File: config.mk
export PLATFORM = sky130hd
export DESIGN_NAME = ddr3_host_frontend_flat
export DESIGN_NICKNAME = d
export VERILOG_FILES = /design/src/rtl/ddr3_pkg.sv /design/src/rtl/ddr3_host_frontend_if.sv /design/src/rtl/ddr3_sync_fifo.sv /design/src/rtl/ddr3_host_frontend.sv /design/src/flat_wrapper.sv
export SDC_FILE = /design/constraint.sdc
export NUM_CORES = 2
export LEC_CHECK = 0
export CORE_ASPECT_RATIO = 2
export CORE_MARGIN = 8
export CORE_UTILIZATION = 55
export CTS_CLUSTER_SIZE = 25
export DETAILED_ROUTE_END_ITERATION = 8
export PLACE_DENSITY = 0.69
export SYNTH_ARGS = -nofsm -noshare
export SYNTH_HDL_FRONTEND = slang
export SYNTH_SLANG_ARGS = --single-unit
File: constraint.sdc
create_clock -name clk -period 16 [get_ports clk]
set_input_delay 3.2 -clock clk [delete_from_list [all_inputs] [get_ports clk]]
set_output_delay 3.2 -clock clk [all_outputs]
set_load 0.01 [all_outputs]
File: src/rtl/ddr3_pkg.sv
// Shared command codes, command-word layout and FSM state type for the DDR3 host front end.
// No logic of its own; pack_cmd is pure combinational.
// Backpressure: not applicable.
package ddr3_pkg;

   localparam logic [2:0] CMD_SCR = 3'b001;
   localparam logic [2:0] CMD_SCW = 3'b010;

   // Command-word field positions (LSB of each field)
   localparam int CW_WIDTH   = 34;
   localparam int CW_CMD_LSB = 31;
   localparam int CW_BA_LSB  = 28;
   localparam int CW_ROW_LSB = 15;
   localparam int CW_COL_LSB = 5;
   localparam int CW_TAG_LSB = 0;

   localparam int BURST_DEFAULT = 8;

   typedef enum logic [1:0] {
      ST_IDLE  = 2'd0,
      ST_WDATA = 2'd1,
      ST_PUSH  = 2'd2
   } fe_state_t;

   // addr is {BA[2:0], row[12:0], col[9:0]}
   function automatic logic [CW_WIDTH-1:0] pack_cmd(input logic [2:0]  cmd,
                                                    input logic [25:0] addr,
                                                    input logic [4:0]  tag);
      logic [CW_WIDTH-1:0] word;
      word = '0;
      word[CW_CMD_LSB +: 3]  = cmd;
      word[CW_BA_LSB  +: 3]  = addr[25:23];
      word[CW_ROW_LSB +: 13] = addr[22:10];
      word[CW_COL_LSB +: 10] = addr[9:0];
      word[CW_TAG_LSB +: 5]  = tag;
      return word;
   endfunction

endpackage

File: src/rtl/ddr3_host_frontend_if.sv
// Host request and write-data handshake bundle for the DDR3 front end.
// Pure wiring, no latency.
// Backpressure: host_cmd_ready / host_wdata_ready driven by the slave side.
interface ddr3_host_frontend_if;
   logic        host_cmd_valid;
   logic        host_cmd_ready;
   logic [2:0]  host_cmd;
   logic [25:0] host_addr;
   logic [4:0]  host_tag;
   logic        host_wdata_valid;
   logic        host_wdata_ready;
   logic [15:0] host_wdata;
   logic        host_err;

   modport master (
      output host_cmd_valid, host_cmd, host_addr, host_tag,
      output host_wdata_valid, host_wdata,
      input  host_cmd_ready, host_wdata_ready, host_err
   );

   modport slave (
      input  host_cmd_valid, host_cmd, host_addr, host_tag,
      input  host_wdata_valid, host_wdata,
      output host_cmd_ready, host_wdata_ready, host_err
   );
endinterface

File: src/rtl/ddr3_sync_fifo.sv
// Synchronous FIFO with registered read port, occupancy count and registered full/empty.
// Pop data appears one cycle after a successful pop and holds until the next one.
// Backpressure: push ignored while full, pop ignored while empty.
module ddr3_sync_fifo #(
   parameter  int WIDTH = 16,
   parameter  int DEPTH = 8,
   localparam int AW    = (DEPTH > 1) ? $clog2(DEPTH) : 1,
   localparam int CW    = $clog2(DEPTH) + 1
) (
   input  logic             clk,
   input  logic             reset,
   input  logic             push,
   input  logic [WIDTH-1:0] push_dat,
   input  logic             pop,
   output logic [WIDTH-1:0] pop_dat,
   output logic [CW-1:0]    count,
   output logic             full,
   output logic             empty
);

   logic [WIDTH-1:0] mem_q [DEPTH];
   logic [AW-1:0]    wr_ptr_q, wr_ptr_d, rd_ptr_q, rd_ptr_d;
   logic [CW-1:0]    count_q, count_d;
   logic             full_q, full_d, empty_q, empty_d;
   logic [WIDTH-1:0] rd_dat_q, rd_dat_d;
   logic             do_push, do_pop;

   // Next pointers, count and flags; flags derive from the next count so they track the edge
   always_comb begin
      do_push  = push && !full_q;
      do_pop   = pop && !empty_q;
      wr_ptr_d = wr_ptr_q;
      rd_ptr_d = rd_ptr_q;
      rd_dat_d = rd_dat_q;
      count_d  = count_q;
      if (do_push) wr_ptr_d = wr_ptr_q + 1'b1;
      if (do_pop) begin
         rd_ptr_d = rd_ptr_q + 1'b1;
         rd_dat_d = mem_q[rd_ptr_q];
      end
      case ({do_push, do_pop})
         2'b10:   count_d = count_q + 1'b1;
         2'b01:   count_d = count_q - 1'b1;
         default: count_d = count_q;
      endcase
      full_d  = (count_d == CW'(DEPTH));
      empty_d = (count_d == '0);
   end

   // Storage array, no reset needed
   always_ff @(posedge clk) begin
      if (do_push) mem_q[wr_ptr_q] <= push_dat;
   end

   // Control state register
   always_ff @(posedge clk) begin
      if (reset) begin
         wr_ptr_q <= '0;
         rd_ptr_q <= '0;
         count_q  <= '0;
         full_q   <= 1'b0;
         empty_q  <= 1'b1;
         rd_dat_q <= '0;
      end else begin
         wr_ptr_q <= wr_ptr_d;
         rd_ptr_q <= rd_ptr_d;
         count_q  <= count_d;
         full_q   <= full_d;
         empty_q  <= empty_d;
         rd_dat_q <= rd_dat_d;
      end
   end

   assign pop_dat = rd_dat_q;
   assign count   = count_q;
   assign full    = full_q;
   assign empty   = empty_q;

endmodule

File: src/rtl/ddr3_host_frontend.sv
// Host front end: packs SCR/SCW requests into command words, buffers commands and write beats.
// Read visible in CMD FIFO 1 cycle after accept; write 2 cycles after its last beat.
// Backpressure: cmd ready only in IDLE with a free command slot and BURST free data slots.
// Optional statistics counters built when DDR3_FE_STATS_EN is defined.
module ddr3_host_frontend
   import ddr3_pkg::*;
#(
   parameter int CMD_DEPTH  = 8,
   parameter int DATA_DEPTH = 64,
   parameter int BURST      = BURST_DEFAULT
) (
   input  logic                 clk,
   input  logic                 reset,
   ddr3_host_frontend_if.slave  host,
   input  logic                 CMD_get,
   output logic                 CMD_empty,
   output logic [CW_WIDTH-1:0]  CMD_data_out,
   input  logic                 DATA_get,
   output logic [15:0]          DATA_data_out,
   output logic [15:0]          stat_rd_cnt,
   output logic [15:0]          stat_wr_cnt
);

   localparam int BW  = (BURST > 1) ? $clog2(BURST) : 1;
   localparam int CCW = $clog2(CMD_DEPTH) + 1;
   localparam int DCW = $clog2(DATA_DEPTH) + 1;

   fe_state_t           state_q, state_d;
   logic [CW_WIDTH-1:0] hold_q, hold_d;
   logic [BW-1:0]       beat_q, beat_d;
   logic                err_q, err_d;

   logic                cmd_push, dat_push, cmd_rdy, wdat_rdy, rd_acc, wr_done;
   logic [CW_WIDTH-1:0] cmd_push_dat;
   logic                cmd_full;
   logic [DCW-1:0]      data_count, data_free;
   logic [CCW-1:0]      unused_cmd_count;
   logic                unused_data_full, unused_data_empty;

   assign data_free = DCW'(DATA_DEPTH) - data_count;

   // Request FSM: next state, FIFO pushes and handshake readies
   always_comb begin
      state_d      = state_q;
      hold_d       = hold_q;
      beat_d       = beat_q;
      err_d        = 1'b0;
      cmd_push     = 1'b0;
      cmd_push_dat = hold_q;
      dat_push     = 1'b0;
      cmd_rdy      = 1'b0;
      wdat_rdy     = 1'b0;
      rd_acc       = 1'b0;
      wr_done      = 1'b0;
      case (state_q)
         ST_IDLE: begin
            cmd_rdy = !reset && !cmd_full && (data_free >= DCW'(BURST));
            if (host.host_cmd_valid && cmd_rdy) begin
               case (host.host_cmd)
                  CMD_SCR: begin
                     cmd_push     = 1'b1;
                     cmd_push_dat = pack_cmd(host.host_cmd, host.host_addr, host.host_tag);
                     rd_acc       = 1'b1;
                  end
                  CMD_SCW: begin
                     hold_d  = pack_cmd(host.host_cmd, host.host_addr, host.host_tag);
                     beat_d  = '0;
                     state_d = ST_WDATA;
                  end
                  default: err_d = 1'b1;
               endcase
            end
         end
         ST_WDATA: begin
            wdat_rdy = !reset;
            if (host.host_wdata_valid && wdat_rdy) begin
               dat_push = 1'b1;
               beat_d   = beat_q + 1'b1;
               if (beat_q == BW'(BURST - 1)) state_d = ST_PUSH;
            end
         end
         ST_PUSH: begin
            // Data is fully buffered; publishing the command now keeps it behind its data
            cmd_push = 1'b1;
            wr_done  = 1'b1;
            state_d  = ST_IDLE;
         end
         default: state_d = ST_IDLE;
      endcase
   end

   // FSM and holding registers
   always_ff @(posedge clk) begin
      if (reset) begin
         state_q <= ST_IDLE;
         hold_q  <= '0;
         beat_q  <= '0;
         err_q   <= 1'b0;
      end else begin
         state_q <= state_d;
         hold_q  <= hold_d;
         beat_q  <= beat_d;
         err_q   <= err_d;
      end
   end

   assign host.host_cmd_ready   = cmd_rdy;
   assign host.host_wdata_ready = wdat_rdy;
   assign host.host_err         = err_q;

   ddr3_sync_fifo #(.WIDTH(CW_WIDTH), .DEPTH(CMD_DEPTH)) u_cmd_fifo (
      .clk      (clk),
      .reset    (reset),
      .push     (cmd_push),
      .push_dat (cmd_push_dat),
      .pop      (CMD_get),
      .pop_dat  (CMD_data_out),
      .count    (unused_cmd_count),
      .full     (cmd_full),
      .empty    (CMD_empty)
   );

   ddr3_sync_fifo #(.WIDTH(16), .DEPTH(DATA_DEPTH)) u_data_fifo (
      .clk      (clk),
      .reset    (reset),
      .push     (dat_push),
      .push_dat (host.host_wdata),
      .pop      (DATA_get),
      .pop_dat  (DATA_data_out),
      .count    (data_count),
      .full     (unused_data_full),
      .empty    (unused_data_empty)
   );

`ifdef DDR3_FE_STATS_EN
   logic [15:0] rd_cnt_q, rd_cnt_d, wr_cnt_q, wr_cnt_d;

   // Saturating event counters
   always_comb begin
      rd_cnt_d = rd_cnt_q;
      wr_cnt_d = wr_cnt_q;
      if (rd_acc && (rd_cnt_q != 16'hFFFF)) rd_cnt_d = rd_cnt_q + 16'd1;
      if (wr_done && (wr_cnt_q != 16'hFFFF)) wr_cnt_d = wr_cnt_q + 16'd1;
   end

   // Counter registers
   always_ff @(posedge clk) begin
      if (reset) begin
         rd_cnt_q <= '0;
         wr_cnt_q <= '0;
      end else begin
         rd_cnt_q <= rd_cnt_d;
         wr_cnt_q <= wr_cnt_d;
      end
   end

   assign stat_rd_cnt = rd_cnt_q;
   assign stat_wr_cnt = wr_cnt_q;
`else
   logic unused_stat_evt;
   assign unused_stat_evt = rd_acc ^ wr_done;
   assign stat_rd_cnt     = '0;
   assign stat_wr_cnt     = '0;
`endif

endmodule

File: src/flat_wrapper.sv
// flat-port wrapper written by rule: the top's interface ports become plain ports
module ddr3_host_frontend_flat import ddr3_pkg::*;
#(
   parameter int CMD_DEPTH  = 8,
   parameter int DATA_DEPTH = 64,
   parameter int BURST      = BURST_DEFAULT
)
  (clk, reset, CMD_get, CMD_empty, CMD_data_out, DATA_get, DATA_data_out, stat_rd_cnt, stat_wr_cnt, host_host_cmd_valid, host_host_cmd, host_host_addr, host_host_tag, host_host_wdata_valid, host_host_wdata, host_host_cmd_ready, host_host_wdata_ready, host_host_err);
  ddr3_host_frontend_if host_i ();
  input  logic clk;
  input  logic reset;
  input  logic CMD_get;
  output logic CMD_empty;
  output logic [CW_WIDTH-1:0] CMD_data_out;
  input  logic DATA_get;
  output logic [15:0] DATA_data_out;
  output logic [15:0] stat_rd_cnt;
  output logic [15:0] stat_wr_cnt;
  input wire logic [$bits(host_i.host_cmd_valid)-1:0] host_host_cmd_valid;
  input wire logic [$bits(host_i.host_cmd)-1:0] host_host_cmd;
  input wire logic [$bits(host_i.host_addr)-1:0] host_host_addr;
  input wire logic [$bits(host_i.host_tag)-1:0] host_host_tag;
  input wire logic [$bits(host_i.host_wdata_valid)-1:0] host_host_wdata_valid;
  input wire logic [$bits(host_i.host_wdata)-1:0] host_host_wdata;
  output wire logic [$bits(host_i.host_cmd_ready)-1:0] host_host_cmd_ready;
  output wire logic [$bits(host_i.host_wdata_ready)-1:0] host_host_wdata_ready;
  output wire logic [$bits(host_i.host_err)-1:0] host_host_err;
  assign host_i.host_cmd_valid = host_host_cmd_valid;
  assign host_i.host_cmd = host_host_cmd;
  assign host_i.host_addr = host_host_addr;
  assign host_i.host_tag = host_host_tag;
  assign host_i.host_wdata_valid = host_host_wdata_valid;
  assign host_i.host_wdata = host_host_wdata;
  assign host_host_cmd_ready = host_i.host_cmd_ready;
  assign host_host_wdata_ready = host_i.host_wdata_ready;
  assign host_host_err = host_i.host_err;
  ddr3_host_frontend #(.CMD_DEPTH(CMD_DEPTH), .DATA_DEPTH(DATA_DEPTH), .BURST(BURST)) u_core (.clk(clk), .reset(reset), .host(host_i), .CMD_get(CMD_get), .CMD_empty(CMD_empty), .CMD_data_out(CMD_data_out), .DATA_get(DATA_get), .DATA_data_out(DATA_data_out), .stat_rd_cnt(stat_rd_cnt), .stat_wr_cnt(stat_wr_cnt));
endmodule
## After elaboration in Yosys (flattened, before gate mapping)

Memory sizes are Yosys's and may differ from the RTL's. A register that Yosys moved wholly into a read port is not among the register bits.
Cells that the tools add are included.

- Register bits after elaboration: 73
- RAM bits: 1296
- Input port bits: 56
- Output and inout bits: 86
- Logic and storage cells: 92
- Memories: 2

- $add $sub $neg: 10
- Magnitude comparators: 1
- Equality and inequality tests: 15
- Multiplexer cells: 26
- Bitwise logic cells: 2
- Reductions and logical operators: 22

Memory list:

| name | depth | bits a word | read ports | clocked after Yosys merged registers in | wr ports | line | source |
|---|---|---|---|---|---|---|---|
| u_core.u_data_fifo.mem_q | 64 | 16 | 1 | 1 | 1 | ddr3_sync_fifo.sv:21 | `logic [WIDTH-1:0] mem_q [DEPTH];` |
| u_core.u_cmd_fifo.mem_q | 8 | 34 | 1 | 1 | 1 | ddr3_sync_fifo.sv:21 |  |

Operators with widths:

| cell | count |
|---|---|
| $mux 34 | 3 |
| $pmux 7 s2 | 1 |
| $add 6x1->6 const B | 2 |
| $mux 1 | 11 |
| $add 3x1->3 const B | 3 |
| $mux 3 | 3 |
| $logic_and 1x1->1 | 8 |
| $mux 2 | 4 |
| $pmux 4 s2 | 1 |
| $reduce_and 4->1 | 2 |
| $add 7x1->7 const B | 1 |
| $eq 7x7->1 const B | 1 |
| $ge 7x4->1 const B | 1 |
| $logic_not 7->1 | 1 |
| $sub 7x1->7 const B | 1 |
| $sub 7x7->7 const A | 1 |
| $eq 2x1->1 const B | 3 |
| $eq 2x2->1 const B | 3 |
| $ne 2x1->1 const B | 3 |
| $pmux 3 s2 | 1 |
| $logic_not 1->1 | 5 |
| $add 4x1->4 const B | 1 |
| $eq 4x4->1 const B | 1 |
| $logic_not 4->1 | 1 |
| 13 further kinds | 14 |

## Depth between registers and ports, before layout

- Word-level depth: 10
- Depth in mapped cells: 14
- Gate-level depth less buffers: 13

## Modules after synthesis

A second synthesis with hierarchy kept.

- Cell total of the unflattened synthesis: 2898
- Area, all modules: 55658.4 um2

Modules (own cells, without submodules):

| module | instances | cells each | area each (um2) | seq. area each (um2) |
|---|---|---|---|---|
| ddr3_sync_fifo (u_core.u_data_fifo) | 1 | 2050 | 41307.1 | 31490.2 |
| ddr3_sync_fifo (u_core.u_cmd_fifo) | 1 | 584 | 11917.7 | 9088.7 |
| ddr3_host_frontend | 1 | 264 | 2433.6 | 800.8 |

## Worst setup path before layout

No wires, ideal clock.

- Kind: input to register
- Start: input port reset
- End: memory u_core.u_cmd_fifo.mem_q[0][0] in the netlist's numbering (enable)
- Setup time: 0.510 ns
- Data arrival time: 7.403 ns
- Required time: 15.490 ns
- Slack: 8.086 ns
- Stages: 6
- Buffers on the path: 1
- Path through: buf_2 nor2_1 o211a_1 nand4_1 a21boi_2 nor4_1

- Longest elaborated chain between the ends: 9

Ends and longest elaborated chain:

| item | line | source |
|---|---|---|
| start, declared | flat_wrapper.sv:11 | `input logic reset;` |
| $logic_not 1->1 | ddr3_host_frontend.sv:57 | `cmd_rdy = !reset && !cmd_full && (data_free >= DCW'(BURST));` |
| $logic_and 1x1->1 (2 in a row) | ddr3_host_frontend.sv:57 |  |
| $logic_and 1x1->1 | ddr3_host_frontend.sv:58 | `if (host.host_cmd_valid && cmd_rdy) begin` |
| $mux 1 | - |  |
| $pmux 1 s2 | ddr3_host_frontend.sv:55 | `case (state_q)` |
| $logic_and 1x1->1 | ddr3_sync_fifo.sv:30 | `do_push = push && !full_q;` |
| $mux 1 | ddr3_sync_fifo.sv:52 | `if (do_push) mem_q[wr_ptr_q] <= push_dat;` |
| $mux 1 (not written as such) | ddr3_sync_fifo.sv:52 |  |
| end, declared | ddr3_sync_fifo.sv:21 |  |

Every way passes these cells.

## Worst setup path in the final report

- Start: input port reset
- End: output port host_host_cmd_ready

- Longest elaborated chain between the ends: 4

Ends and longest elaborated chain:

| item | line | source |
|---|---|---|
| $logic_not 1->1 | ddr3_host_frontend.sv:57 |  |
| $logic_and 1x1->1 (2 in a row) | ddr3_host_frontend.sv:57 |  |
| $mux 1 | ddr3_host_frontend.sv:55 |  |
| end, declared | flat_wrapper.sv:25 | `output wire logic [$bits(host_i.host_cmd_ready)-1:0] host_host_cmd_ready;` |

Every way passes these cells.

==> flow_summary_export.csv <==
group,metric,value,unit
sta,fmax,0.1284,GHz
critical_path,critPathArrivalTime,4590,ps
synth,synth.distinct_cells,63,
sta,rsz0062_at_grt,"false",
floorplan,fp.dieH,464.1,um
routing,wl_per_cell,28.33,um
cells_and_area,final_cell_mix,"1296 x edfxtp_1, 245 x mux4_2, 215 x mux2i_1, 164 x nor2_1, 117 x clkbuf_16",
floorplan,io_pins,142,
clock_network,clock-root-buffer,"clkbuf_16",
hold_path,min_from,"u_core.hold_q[32]",
sta,setup_viol,0,
sta,fin_crit_sh,48.68,%
placement,port_buffers,109,
clock_network,cts_tree,"built",
synth,avgSynthCellArea,19.39,um2
clock_network,cts_resized,0,
synth,synth_edf_count,1296,
power,power_leakage,18.80,nW
clock_network,clockBufferDepth,3,
synth,ys_warn_count,0,
power,peakVddDrop,0.1058,mV
synth,yosysSeqAreaShare,74.94,%
sta,slew_headroom,12.89,%
sta,hold-worst-slack,468.1,ps
placement,dpl.hpwl,77860,um
routing,drt_iter0_drc,2268,
hold_path,hold-path-cell-count,2,
global_route,grtUsageTotal,22.62,%
sta,fin_skew,28.05,ps
synth,synth_cells,2847,
clock_network,clock_latency,740,ps
critical_path,critical_path.top_delay_family,"buffers and inverters",
routing,dr.pass1.iters,7,
critical_path,end_kind,"output port",
clock_network,htreeDepth,3,
synth,synth-seq-cells,1419,
critical_path,ff2ff_path_depth,9,
clock_network,numCtsBuffers,114,
placement,gp_congestion,0.8778,
critical_path,cp-start-kind,"primary input",
critical_path,cp_num_buf_inv,2,
cells_and_area,nets,3094,
critical_path,worstReg2RegStart,"u_core.u_data_fifo.rd_ptr_q[0]",
cells_and_area,drive_gt1_share,21.42,%
sta,maxSlewViolCount,0,
floorplan,core-area,0.09973,mm2
routing,vias_per_cell,6.141,
run_status,status,"finished, final reports clean",
synth,async_flop_share,0,%
hold_path,hold_end,"u_core.hold_q[32]",
cells_and_area,area_delta_synth_final,11.51,%
routing,post-route-drc-count,0,
critical_path,regToRegEndpoint,"u_core.u_data_fifo.pop_dat[5]",
hold_path,hold_path_class,"reg2reg",
clock_network,cts_setup_buffers,0,
floorplan,die_width,240.0,um
cells_and_area,n_antenna_cell,0,
critical_path,cpPeakStageDelay,480,ps
global_route,grt_pass1_wl,185600,um
power,power.density,114.1,mW/mm2
routing,ant_nets,0,
synth,synth_area,0.05522,mm2
job,maxCapViolations,0,
sta,worst_pin_slew,1307,ps
critical_path,crit_type,"in2out",
floorplan,initial_core_util,55.37,%
sta,fin_tns_setup,0,ps
clock_network,clkSinkCount,1419,
floorplan,die-area,0.1114,mm2
floorplan,rows,164,
critical_path,cp.required,12800,ps
critical_path,cpMaxStageDelayCell,"clkdlybuf4s50_1",
clock_network,postCtsHoldBufs,0,
critical_path,crit_fanout,48,
global_route,grt_max_degree,73,
global_route,grt_overflow,0,
global_route,grt_antenna_before_repair,1,
routing,drt-total-wl,126000,um
clock_network,clkTransAtPathRegs,70,ps
cells_and_area,final_common_cell,"edfxtp_1",
routing,vias,27310,
global_route,grt_pass1_vias,28940,
sta,final.min_clock_period,7789,ps
critical_path,crit_chain,"buf_4, nor2_1, o211a_1, and2_1, clkdlybuf4s50_1",
synth,ys.flop_type,"edfxtp_1",
critical_path,ff2ff_setup_slack,10500,ps
sta,finalHoldViolCount,0,
worst max-delay path by stage:
stage | end | cells after the start | slack (ps) | start
after global placement | host_host_cmd_ready | 5 | 8220 | reset
after global routing | host_host_cmd_ready | 5 | 8130 | reset
after CTS | host_host_cmd_ready | 5 | 8210 | reset
final | host_host_cmd_ready | 5 | 8210 | reset
after floorplan | u_core.u_cmd_fifo.mem_q[0][0] | 6 | 8090 | reset
after detailed placement | host_host_cmd_ready | 5 | 8220 | reset
cells in the mapped netlist, drive strengths merged, types with 2 or more instances:
| library cell | n | area, um2 |
|---|---|---|
| a2111oi | 15 | 212.7 |
| a211oi | 53 | 397.9 |
| a21boi | 2 | 18.77 |
| a21o | 2 | 15.01 |
| a21oi | 64 | 320.3 |
| a22o | 15 | 131.4 |
| a22oi | 29 | 217.7 |
| a31oi | 2 | 12.51 |
| and2 | 4 | 25.02 |
| and3 | 2 | 12.51 |
| buf | 119 | 835.8 |
| clkbuf | 77 | 289.0 |
| dfxtp | 123 | 2462 |
| edfxtp | 1296 | 38920 |
| ha | 15 | 187.7 |
| inv | 8 | 30.03 |
| mux2 | 80 | 900.9 |
| mux2i | 215 | 2152 |
| mux4 | 245 | 5518 |
| nand2 | 46 | 172.7 |
| nand2b | 9 | 56.30 |
| nand3 | 22 | 110.1 |
| nand3b | 6 | 45.04 |
| nand4 | 3 | 18.77 |
| nand4b | 2 | 17.52 |
| nor2 | 174 | 653.1 |
| nor2b | 9 | 56.30 |
| nor3 | 20 | 100.1 |
| nor3b | 7 | 57.55 |
| nor4 | 2 | 12.51 |
| nor4b | 2 | 17.52 |
| o21ai | 51 | 255.2 |
| o21bai | 17 | 127.6 |
| o221ai | 24 | 210.2 |
| o22ai | 39 | 244.0 |
| o311ai | 8 | 70.07 |
| or2 | 2 | 12.52 |
| or3 | 3 | 18.77 |
| or4 | 3 | 22.52 |
| xnor2 | 7 | 61.31 |
| xor2 | 13 | 113.9 |
report_power, final:
part / internal, mW / leakage (nW) / switching, mW
sequential: 4.04 / 12.7 / 0.0107
combinational: 0.0628 / 4.24 / 0.107
clock: 1.52 / 1.81 / 1.28
total: 5.62 / 18.8 / 1.40
through the flow:
step / std cells / utilization [%] / total power [mW] / cell area [um2] / worst slack [ps]
after floorplan: 2878 / - / 4.216 / 55330 / 8086
after global placement: 4234 / 58.02 / 4.296 / 57860 / 8220
after detailed placement: 4234 / 58.02 / 4.305 / 57860 / 8219
after CTS: 4447 / 61.74 / 7.078 / 61570 / 8214
after global routing: 4447 / 61.74 / 7.221 / 61570 / 8126
final: 4447 / 61.74 / 7.026 / 61570 / 8211
cell families (layout without fill, tap and decap cells):
group                    count (synthesis)  count (layout)  synth area share, %
flip-flops                            1419            1419                74.94
multiplexers                           540             540                15.52
AO/OA/AOI/OAI                          328             328                4.154
AND/OR/NAND/NOR                        318             318                2.583
buffers and inverters                  205             446                2.098
XOR/XNOR                                20              20               0.3172
adder cells (fa/ha/maj)                 16              16               0.3762
other                                    1              32             0.006792
area by class of cell:
cell class | count | area (um2)
tap | 1328 | 1662
multi-input combinational | 1254 | 12900
clock buffer | 151 | 3115
timing repair buffer | 224 | 1872
inverter | 9 | 33.78
sequential | 1419 | 41400
fill | 7078 | 38150
clock inverter | 62 | 593.1
registers in the layout (all words and copies together), names as in the netlist:
name,count
u_core.beat_q,3
u_core.hold_q,34
u_core.host.host_err,1
u_core.state_q,2
u_core.u_cmd_fifo.count,4
u_core.u_cmd_fifo.empty,1
u_core.u_cmd_fifo.full,1
u_core.u_cmd_fifo.mem_q,272
u_core.u_cmd_fifo.pop_dat,34
u_core.u_cmd_fifo.rd_ptr_q,3
u_core.u_cmd_fifo.wr_ptr_q,3
u_core.u_data_fifo.count,7
u_core.u_data_fifo.empty,1
u_core.u_data_fifo.full,1
u_core.u_data_fifo.mem_q,1024
u_core.u_data_fifo.pop_dat,16
u_core.u_data_fifo.rd_ptr_q,6
u_core.u_data_fifo.wr_ptr_q,6
worst reg2reg max path, cell delays in order (launching register included):
cell and delay [ps]:
dfxtp_4 710, buf_4 880, buf_4 720, buf_4 710, mux4_2 620, a22o_1 310
a2111oi_2 800, a21oi_1 270, a22oi_1 250, o21ai_1 90
layer usage:
| layer | global-route usage (%) | part of all wire (%) | up-vias |
|---|---|---|---|
| met4 | 10.06 | 4.7 | 2 |
| met3 | 3.735 | 5.7 | 259 |
| met2 | 41.73 | 55 | 995 |
| li1 | - | - | 11840 |
| met1 | 25.26 | 35 | 14220 |
| met5 | 0 | 0.010 | - |
Power figures use the tool's default switching activity.
